===== src/rtl/if_id_pipeline_skid.sv =====
// IF/ID pipeline register: valid/ready handshake, 2-entry skid for back-pressure,
// synchronous flush on redirect, and registered decode of the held instruction.
module if_id_pipeline_skid #(
    parameter int unsigned    XLEN      = 32,
    parameter logic [XLEN-1:0] RESET_PC = '0,
    parameter logic [31:0]    NOP_INSTR = 32'h0000_0013,
    parameter bit             SKID_EN   = 1'b1
) (
    input  logic            Clk,
    input  logic            Reset_n,
    input  logic            In_Valid,
    output logic            In_Ready,
    input  logic [31:0]     Instruction_IF,
    input  logic [XLEN-1:0] PC_IF,
    input  logic            Flush,
    output logic            Out_Valid,
    input  logic            Out_Ready,
    output logic [31:0]     Instruction_ID,
    output logic [XLEN-1:0] PC_ID,
    output logic [4:0]      rs1_ID,
    output logic [4:0]      rs2_ID,
    output logic [4:0]      rd_ID,
    output logic [6:0]      Opcode_ID,
    output logic [2:0]      Func3_ID,
    output logic [6:0]      Func7_ID,
    output logic [1:0]      Occupancy
);

    localparam int unsigned ILEN  = 32;
    localparam int unsigned OCC_W = 2;

    typedef enum logic [1:0] {
        ST_EMPTY = 2'd0,
        ST_FULL  = 2'd1,
        ST_SKID  = 2'd2
    } state_e;

    state_e            state_q, state_d;
    logic [ILEN-1:0]   instr_q, instr_d;
    logic [XLEN-1:0]   pc_q, pc_d;
    logic [ILEN-1:0]   skid_instr_q, skid_instr_d;
    logic [XLEN-1:0]   skid_pc_q, skid_pc_d;
    logic              out_valid_q, out_valid_d;
    logic              in_ready_q, in_ready_d;
    logic [OCC_W-1:0]  occ_q, occ_d;
    logic [4:0]        rs1_q, rs2_q, rd_q;
    logic [6:0]        opcode_q, func7_q;
    logic [2:0]        func3_q;
    logic              in_ready_c, in_fire_c, out_fire_c;

    // Without the skid entry, ready must see the decoder's consume in the same cycle.
    assign in_ready_c = SKID_EN ? in_ready_q : (!out_valid_q || Out_Ready);
    assign in_fire_c  = In_Valid && in_ready_c;
    assign out_fire_c = out_valid_q && Out_Ready;

    // Next-state: main register feeds the decoder, skid catches one overflow entry.
    always_comb begin
        state_d      = state_q;
        instr_d      = instr_q;
        pc_d         = pc_q;
        skid_instr_d = skid_instr_q;
        skid_pc_d    = skid_pc_q;
        occ_d        = OCC_W'(0);
        if (Flush) begin
            state_d = ST_EMPTY;
            instr_d = NOP_INSTR;
            pc_d    = RESET_PC;
        end else begin
            case (state_q)
                ST_EMPTY: begin
                    if (in_fire_c) begin
                        instr_d = Instruction_IF;
                        pc_d    = PC_IF;
                        state_d = ST_FULL;
                    end
                end
                ST_FULL: begin
                    if (in_fire_c && out_fire_c) begin
                        instr_d = Instruction_IF;
                        pc_d    = PC_IF;
                    end else if (in_fire_c && SKID_EN) begin
                        skid_instr_d = Instruction_IF;
                        skid_pc_d    = PC_IF;
                        state_d      = ST_SKID;
                    end else if (out_fire_c) begin
                        state_d = ST_EMPTY;
                    end
                end
                ST_SKID: begin
                    if (out_fire_c) begin
                        instr_d = skid_instr_q;
                        pc_d    = skid_pc_q;
                        state_d = ST_FULL;
                    end
                end
                default: state_d = ST_EMPTY;
            endcase
        end
        case (state_d)
            ST_FULL: occ_d = OCC_W'(1);
            ST_SKID: occ_d = OCC_W'(2);
            default: occ_d = OCC_W'(0);
        endcase
        out_valid_d = (state_d != ST_EMPTY);
        in_ready_d  = (state_d != ST_SKID);
    end

    // Decode fields are taken from the next held word so they move in lockstep with it.
    always_ff @(posedge Clk or negedge Reset_n) begin
        if (!Reset_n) begin
            state_q      <= ST_EMPTY;
            instr_q      <= NOP_INSTR;
            pc_q         <= RESET_PC;
            skid_instr_q <= NOP_INSTR;
            skid_pc_q    <= RESET_PC;
            out_valid_q  <= 1'b0;
            in_ready_q   <= 1'b1;
            occ_q        <= OCC_W'(0);
            rs1_q        <= NOP_INSTR[19:15];
            rs2_q        <= NOP_INSTR[24:20];
            rd_q         <= NOP_INSTR[11:7];
            opcode_q     <= NOP_INSTR[6:0];
            func3_q      <= NOP_INSTR[14:12];
            func7_q      <= NOP_INSTR[31:25];
        end else begin
            state_q      <= state_d;
            instr_q      <= instr_d;
            pc_q         <= pc_d;
            skid_instr_q <= skid_instr_d;
            skid_pc_q    <= skid_pc_d;
            out_valid_q  <= out_valid_d;
            in_ready_q   <= in_ready_d;
            occ_q        <= occ_d;
            rs1_q        <= instr_d[19:15];
            rs2_q        <= instr_d[24:20];
            rd_q         <= instr_d[11:7];
            opcode_q     <= instr_d[6:0];
            func3_q      <= instr_d[14:12];
            func7_q      <= instr_d[31:25];
        end
    end

    assign In_Ready       = in_ready_c;
    assign Out_Valid      = out_valid_q;
    assign Instruction_ID = instr_q;
    assign PC_ID          = pc_q;
    assign rs1_ID         = rs1_q;
    assign rs2_ID         = rs2_q;
    assign rd_ID          = rd_q;
    assign Opcode_ID      = opcode_q;
    assign Func3_ID       = func3_q;
    assign Func7_ID       = func7_q;
    assign Occupancy      = occ_q;

endmodule


===== config.mk =====
export PLATFORM = sky130hd
export DESIGN_NAME = if_id_pipeline_skid
export DESIGN_NICKNAME = d
export VERILOG_FILES = /design/src/rtl/if_id_pipeline_skid.sv
export SDC_FILE = /design/constraint.sdc
export NUM_CORES = 1
export LEC_CHECK = 0
export CORE_MARGIN = 2
export CORE_UTILIZATION = 35
export CTS_CLUSTER_SIZE = 28
export DETAILED_ROUTE_END_ITERATION = 10
export PLACE_DENSITY_LB_ADDON = 0.1
export SLEW_MARGIN = 40
export SYNTH_ARGS = -nofsm -noshare
export SYNTH_HDL_FRONTEND = slang
export SYNTH_SLANG_ARGS = --single-unit

===== constraint.sdc =====
create_clock -name Clk -period 2.94 [get_ports Clk]
set_input_delay 0.294 -clock Clk [delete_from_list [all_inputs] [get_ports Clk]]
set_output_delay 0.294 -clock Clk [all_outputs]
set_load 0.05 [all_outputs]

==> run metrics, run 1 <==
leakage power=3.95 nW; post-synth net total=698; commonest non-fill, non-tap cell in the layout=clkdlybuf4s50_1; status=finished, final reports clean; crit path time final=2.54 ns; worst min path class=input pin to register; number of global-route vias before repair=5,749; Slew Limit Fails=0; Design Area, Final=9410 um2; Worst Tran Pin Value=0.720 ns; relative slew slack=52.0%; Placed Area=8800 um2; Root Driver=clkbuf_16; Area Growth Syn to Fin=33.5%; layout cells sized above 1=20.1%; Final Hold Viols=0; RePlAce Congestion=0.822; register area share after synthesis=47.7%; total grt overflow=0; period utilization=86.5%; FF+latch count, synth=134; CP Max Fanout=19; RSZ-0062 raised after global routing=false; Reg area=3360 um2; Pre-Repair DR Iteration Count=4; CP cell instances=buf_4, clkdlybuf4s50_1; Routed WL=19,300 um; most frequent cells in the layout=clkdlybuf4s50_1 (166), dfrtp_1 (126), nand2_1 (94); global-route wire length before repair=30,600 um; CTS buffer count=17; Final Setup Violations=0; Worst Skew=0.00873 ns; Mapped Avg Cell Area=11.2 um2; Skew-Pair Late Insertion Delay=0.41 ns; Post-Synthesis Cell Area=7050 um2; Fillers=1,814; clk slew on worst S/H paths=0.06 ns; crit path kind=register to primary output; maximum vdd drop=0.415 mV; CP startpoint kind=register; CP max stage delay=0.84 ns; synthesized instance count=629; Top Ports=169; Synth cell types=38; multi-input combinational cell area=3180 um2; Routed met3 length=1170 um; Hold Slack=0.324 ns; WL met2=9280 um; DR top layer=met4; Iter 0 DRT Violations=327; M1 wire length=8640 um; DRT antenna net count=0; Nets=822; routed length per instance=18.7 um; Cell Rows=51; pwr dens=798 nW/um2; width of the die=146 um; Synth Warn #=0; CTS H-tree lvls=4; Antenna Cells=0; DR vias/cell=5.33; Fin Setup TNS=0 ns; initial antenna violation count=0; Residual DRC=0; TritonCTS clock tree=built; gr usage total=18.0%; maxcap violations=0; Die Height=146 um; Port Buf Inserts=168; Longest Clk Path Bufs=2; die area=21,300 um2; Crit-path slowest cell=clkdlybuf4s50_1; FMAX=0.393 GHz; CP endpoint kind=primary output; Power, Total=0.00751 W; number of clock sinks=134; Starting Density=36.0%; Crit path arrival time=2.25 ns; post-CTS setup buffers=0; DP HPWL=12,500 um; CORE AREA=19,600 um2; Worst Path Required=2.65 ns; largest net degree at the start of global routing=68; Vias=5,494
==> critical path, delay by kind of cell (launching register included) <==
family / cells / cell delay, ns
buf+inv: 2 / 1.13
flops: 1 / 0.70
==> flip-flops by register name, summed over array words and instances (netlist names) <==
signal,flops
PC_ID,32
skid_instr_q,32
skid_pc_q,32
Func7_ID,7
Opcode_ID,6
Instruction_ID,5
rd_ID,4
rs1_ID,4
rs2_ID,4
Func3_ID,2
Occupancy,2
state_q,2
In_Ready,1
Out_Valid,1
==> synthesized netlist by cell type, drive strengths merged <==
cell type,number,area [um2]
o31ai,32,380
and3,29,181
a211o,3,26.3
a21boi,1,7.51
and2,2,12.5
nor2,1,3.75
a2111oi,1,8.76
mux2,64,721
inv,5,18.8
nor3,5,25.0
nand4,1,12.5
a211oi,29,218
nor3b,1,7.51
nand2,96,363
dfrtp,127,3180
o32ai,1,8.76
nand2b,1,6.26
and3b,2,17.5
xnor2,1,8.76
o311a,3,30.0
a31oi,1,6.26
buf,62,418
a21oi,4,20.0
clkbuf,24,90.1
a311o,29,290
or4b,1,10.0
nand4b,1,8.76
o21ai,32,160
o2bb2ai,2,17.5
dfstp,7,184
mux2i,61,611
==> where the power goes <==
group	switching [W]	internal [W]
Clock	0.000807	0.00134
Sequential	0.000388	0.00246
Combinational	0.00146	0.00106
==> final cells by class <==
type	instances	area share, %
Sequential cell	134	35.7
Multi-Input combinational cell	404	33.8
Timing Repair Buffer	191	20.4
Clock buffer	21	5.10
Tap cell	265	3.52
Clock inverter	11	1.32
Inverter	5	0.199
==> timing repair <==
action,in CTS,in global routing
gates resized for setup,0,0
endpoints found under the hold margin,63,0
hold buffers,1,0
==> stage by stage <==
stage          utilization (%)  setup WS (ns)  std cells
6_report                  48.0          0.398       1031
5_1_grt                   48.0          0.329       1031
4_1_cts                   48.0          0.380       1031
3_5_place_dp              44.9          0.568        998
3_3_place_gp              44.9          0.571        998
2_1_floorplan                -           1.04        629
==> path summary, 6_finish.rpt <==
check	slack [ns]	end	depth (start not counted)	start
worst max-delay path	0.40	In_Ready	2	In_Ready
worst min-delay path	0.32	Opcode_ID[4]	3	Flush
worst max register to register	0.59	rd_ID[2]	6	In_Ready
worst min register to register	0.48	PC_ID[8]	2	PC_ID[8]
max in group asynchronous	1.69	Opcode_ID[1]	3	Reset_n
min in group asynchronous	0.45	skid_instr_q[10]	2	Reset_n
==> cell families after synthesis <==
group,Yosys count,share of synthesized area (%)
AND/OR/NAND/NOR,140,9.19
XOR/XNOR,1,0.124
buffers and inverters,91,7.47
flip-flops,134,47.7
AO/OA/AOI/OAI,138,16.6
multiplexers,125,18.9
==> per-layer routing <==
metal  vias to the layer above  GRT usage, %
met5                         -             0
met4                         0          7.16
met3                        16          4.51
met2                       190          29.7
met1                      2757          22.7
li1                       2531             -
Note: power is estimated with default switching activity, not from simulation.
==> run 2, diff against run 1 <==
==> constraint.sdc (replaced) <==
create_clock -name Clk -period 2.94 [get_ports Clk]
set_input_delay 0.588 -clock Clk [delete_from_list [all_inputs] [get_ports Clk]]
set_output_delay 0.588 -clock Clk [all_outputs]
set_load 0.05 [all_outputs]
==> run metrics, run 2 (synthesis results as in run 1) <==
Slew Limit Fails=0 (unchanged); DP HPWL=12,400 um (-0.86%); Root Driver=clkbuf_16; CP top delay family=buffers and inverters; CTS Hold Bufs=0 (-1); Finished Layout Cells=1,029 (-0.19%); Cell Rows=51 (unchanged); Residual DRC=0 (unchanged); Fin Setup TNS=0 ns (unchanged); Crit Reg-Reg Startpoint=In_Ready; Power, Total=0.00758 W (+0.92%); Vias=5,543 (+0.89%); Crit-path slowest cell=clkdlybuf4s50_1; Nets=820 (-0.24%); Port Buf Inserts=168 (unchanged); Sequential Power Share=37.4% (-0.5 points); Pre-Repair DR Iteration Count=6 (+2); Hold Slack=0.137 ns (-0.187 ns); die area=21,300 um2 (unchanged); worst min path class=input pin to asynchronous set/reset pin; switching power share of the total=35.7% (+0.35 points); status=finished, final reports clean; Comb power frac=33.2% (-0.4 points); CTS H-tree lvls=4 (unchanged); relative slew slack=50.8% (-1.2 points); CP Max Fanout=16 (-3); M1 wire length=8820 um (+2.0%); Iter 0 DRT Violations=227 (-31%); number of global-route vias before repair=5,829 (+1.4%); crit path time final=2.62 ns (+0.0817 ns); Routed WL=19,500 um (+0.93%); gr usage total=18.6% (+0.64 points); Final Setup Violations=0 (unchanged); Longest Clk Path Bufs=2 (unchanged); CP cell instances=clkdlybuf4s50_1; pwr dens=809 nW/um2 (+1.3%); Routed met3 length=1160 um (-0.94%); global-route wire length before repair=31,500 um (+2.9%); Die Height=146 um (unchanged); WL met2=9210 um (-0.77%); crit path kind=register to primary output; Placed Area=8760 um2 (-0.40%); Top Ports=169 (unchanged); Skew-Pair Late Insertion Delay=0.43 ns (+0.02 ns); DR top layer=met5; FMAX=0.381 GHz (-3.1%); Final Hold Viols=0 (unchanged); Starting Density=36.0% (unchanged); most frequent cells in the layout=clkdlybuf4s50_1 (166), dfrtp_1 (126), nand2_1 (95); CP endpoint kind=primary output; period utilization=89.3% (+2.8 points); Crit path arrival time=2.04 ns (-0.21 ns); CTS buffer count=17 (unchanged); Clk network pwr share=29.4% (+0.9 points); DRT antenna net count=0 (unchanged); post-CTS setup buffers=0 (unchanged); leakage power=3.94 nW (-0.20%); Worst Tran Pin Value=0.736 ns (+0.0161 ns); layout cells sized above 1=19.8% (-0.34 points); CP max stage delay=0.88 ns (+0.04 ns); CORE AREA=19,600 um2 (unchanged); initial antenna violation count=1 (+1); Worst Path Required=2.35 ns (-0.30 ns); CTS resizes=0 (unchanged); RSZ-0062 raised after global routing=false; commonest non-fill, non-tap cell in the layout=clkdlybuf4s50_1; clk slew on worst S/H paths=0.07 ns (about the same); r2r setup slk=0.83 ns (+0.24 ns); width of the die=146 um (unchanged); sw power=0.00271 W (+1.9%); CP startpoint kind=register; number of clock sinks=134 (unchanged); maxcap violations=0 (unchanged); routed length per instance=19.0 um (+1.1%); Area Growth Syn to Fin=33.0%; Worst R2R Path Depth=4 (-2); largest net degree at the start of global routing=65 (-4.4%); TritonCTS clock tree=built; RePlAce Congestion=0.772 (-6.1%); Worst Skew=0.0101 ns (+0.00136 ns); DR vias/cell=5.39 (+1.1%); Placed Cells=997 (-0.10%); Int Pwr=0.00487 W (+0.38%); total grt overflow=0 (unchanged); Design Area, Final=9380 um2 (-0.39%); maximum vdd drop=0.417 mV (+0.39%); Antenna Cells=0 (unchanged); worst reg2reg endpoint=PC_ID[10]; CP Buf/Inv Count=1 (-1)
[run 2: layout make-up]
cell class              instances  area (um2)
repair buffers                189        1870
flip-flops and latches        134        3360
clock buffers                  19         443
multi-input cells             404        3180
inverters                       5        18.8
well taps                     265         332
fillers                      1798       10200
clock inverters                13         170
[run 2: metrics by stage]
step | utilization (%) | setup slack (ns)
5_1_grt | 47.9 | 0.267
4_1_cts | 47.9 | 0.311
2_1_floorplan | - | 1.04
6_report | 47.9 | 0.316
3_3_place_gp | 44.7 | 0.408
3_5_place_dp | 44.7 | 0.372
[run 2: worst max path at each step]
stage | startpoint | endpoint | slack, ns | depth (start not counted)
after global routing | In_Ready | In_Ready | 0.27 | 1
after CTS | In_Ready | In_Ready | 0.31 | 1
after floorplan | In_Ready | PC_ID[20] | 1.04 | 7
after global placement | Out_Ready | skid_instr_q[27] | 0.41 | 5
final | In_Ready | In_Ready | 0.32 | 1
after detailed placement | In_Valid | PC_ID[9] | 0.37 | 5
[run 2: power by group through the flow]
stage | Clock, W | Combinational, W | Sequential, W
after floorplan | 0 | 0.00136 | 0.00325
after CTS | 0.00228 | 0.00254 | 0.00283
after global placement | 0 | 0.00248 | 0.00282
after detailed placement | 0 | 0.00254 | 0.00286
final | 0.00223 | 0.00251 | 0.00283
after global routing | 0.00236 | 0.00268 | 0.00292
[run 2: routing by layer]
| layer | track usage, % | vias up |
|---|---|---|
| met5 | 0 | - |
| met4 | 6.91 | 2 |
| met3 | 5.27 | 27 |
| met2 | 30.1 | 176 |
| met1 | 23.8 | 2816 |
| li1 | - | 2522 |
==> run 3, diff against run 2 <==
--- a/config.mk
+++ b/config.mk
@@ -5,8 +5,10 @@
 export SDC_FILE = /design/constraint.sdc
 export NUM_CORES = 1
 export LEC_CHECK = 0
+export CORE_ASPECT_RATIO = 1.5
 export CORE_MARGIN = 2
 export CORE_UTILIZATION = 35
+export CTS_BUF_LIST = sky130_fd_sc_hd__clkbuf_8 sky130_fd_sc_hd__clkbuf_16
 export CTS_CLUSTER_SIZE = 28
 export DETAILED_ROUTE_END_ITERATION = 10
 export PLACE_DENSITY_LB_ADDON = 0.1
==> run metrics, run 3 (synthesis results as in run 1) <==
DRT antenna net count=0 (unchanged); CTS buffer count=17 (unchanged); pwr dens=802 nW/um2 (-0.76%); FMAX=0.371 GHz (-2.6%); Longest Clk Path Bufs=2 (unchanged); initial antenna violation count=0 (-1); CP Buf/Inv Count=1 (unchanged); Cell Rows=63 (+24%); leakage power=3.96 nW (+0.46%); Crit Reg-Reg Startpoint=In_Ready; Worst Path Required=2.35 ns (about the same); Power, Total=0.00752 W (-0.81%); crit path time final=2.70 ns (+0.0709 ns); Pre-Repair DR Iteration Count=4 (-2); CP startpoint kind=register; number of global-route vias before repair=5,918 (+1.5%); Final Setup Violations=0 (unchanged); width of the die=120 um (-18%); Crit path arrival time=2.11 ns (+0.07 ns); Vias=5,477 (-1.2%); Skew-Pair Late Insertion Delay=0.42 ns (about the same); status=finished, final reports clean; Crit-path slowest cell=clkdlybuf4s50_1; Antenna Cells=0 (unchanged); Final Hold Viols=0 (unchanged); CP Max Fanout=21 (+5); Fin Setup TNS=0 ns (unchanged); CP top delay family=buffers and inverters; Port Buf Inserts=168 (unchanged); Worst Skew=0.00779 ns (-0.00230 ns); global-route wire length before repair=31,500 um (about the same); largest net degree at the start of global routing=72 (+11%); Root Driver=clkbuf_16; most frequent cells in the layout=clkdlybuf4s50_1 (166), dfrtp_1 (126), nand2_1 (95); commonest non-fill, non-tap cell in the layout=clkdlybuf4s50_1; DR vias/cell=5.35 (-0.71%); worst min path class=input pin to asynchronous set/reset pin; crit path kind=register to primary output; layout cells sized above 1=19.5% (-0.26 points); Finished Layout Cells=1,024 (-0.49%); CTS H-tree lvls=4 (unchanged); RSZ-0062 raised after global routing=false; Worst R2R Path Depth=5 (+1); Iter 0 DRT Violations=340 (+50%); r2r setup slk=0.64 ns (-0.19 ns); DP HPWL=12,700 um (+2.3%); gr usage total=19.0% (+0.34 points); CORE AREA=19,800 um2 (+1.0%); Hold Slack=0.173 ns (+0.0366 ns); total grt overflow=0 (unchanged); Placed Cells=992 (-0.50%); Nets=820 (unchanged); CP cell instances=clkdlybuf4s50_1; Slew Limit Fails=0 (unchanged); CP max stage delay=0.89 ns (about the same); clk slew on worst S/H paths=0.06 ns (about the same); Worst Tran Pin Value=0.721 ns (-0.0148 ns); TritonCTS clock tree=built; number of clock sinks=134 (unchanged); Die Height=178 um (+22%); CTS Hold Bufs=0 (unchanged); worst reg2reg endpoint=skid_instr_q[9]; Starting Density=35.6% (-0.36 points); CP endpoint kind=primary output; Routed WL=19,500 um (about the same); relative slew slack=51.9% (+1.1 points); Area Growth Syn to Fin=32.9% (about the same); Top Ports=169 (unchanged); critical path depth=1 (unchanged); routed length per instance=19.0 um (+0.44%); post-CTS setup buffers=0 (unchanged); period utilization=91.7% (+2.4 points); maxcap violations=0 (unchanged); Residual DRC=0 (unchanged); CTS resizes=0 (unchanged); final core utilization=47.4% (-0.50 points); maximum vdd drop=0.361 mV (-13%); die area=21,300 um2 (+0.11%); RePlAce Congestion=0.793 (+2.7%)
==> run 3: changes by cell type in the layout (fill, tap and decap cells not counted), sizes merged <==
cell	before	now
clkbuf	19	18
clkinv	4	7
clkinvlp	3	1
==> run 3: layer usage <==
metal  share of wire [%]  up-vias  wire (um)  track usage, %
li1                    -     2513          -               -
met1                  42     2799       8140            22.1
met2                  53      145      10300            34.3
met3                 4.4       20        861            4.40
met4                 1.1        0        221            6.13
met5                   0        -          0               0
==> run 3: area by class of cell <==
class                   count  area [um2]
clock buffers              18         439
clock inverters            14         163
fillers                  1844       10400
inverters                   5        18.8
multi-input cells         404        3180
flip-flops and latches    134        3360
well taps                 260         325
repair buffers            189        1890
==> run 3: worst max path at each step <==
stage,startpoint,slack (ns),to
global route,In_Ready,0.18,In_Ready
finish,In_Ready,0.24,In_Ready
floorplan,In_Ready,1.04,PC_ID[20]
global placement,Out_Ready,0.46,skid_pc_q[4]
CTS,In_Ready,0.21,In_Ready
detailed placement,In_Valid,0.40,PC_ID[8]
==> run 3: where the power goes <==
group	switching, W	internal [W]
clock	0.000817	0.00135
sequential	0.000388	0.00246
combinational	0.00146	0.00105
==> run 3: per-stage QoR <==
| step | setup WS (ns) | instance area [um2] |
|---|---|---|
| after CTS | 0.211 | 9370 |
| after floorplan | 1.04 | 7050 |
| after global placement | 0.459 | 8770 |
| after global routing | 0.180 | 9370 |
| after detailed placement | 0.399 | 8770 |
| final | 0.245 | 9370 |
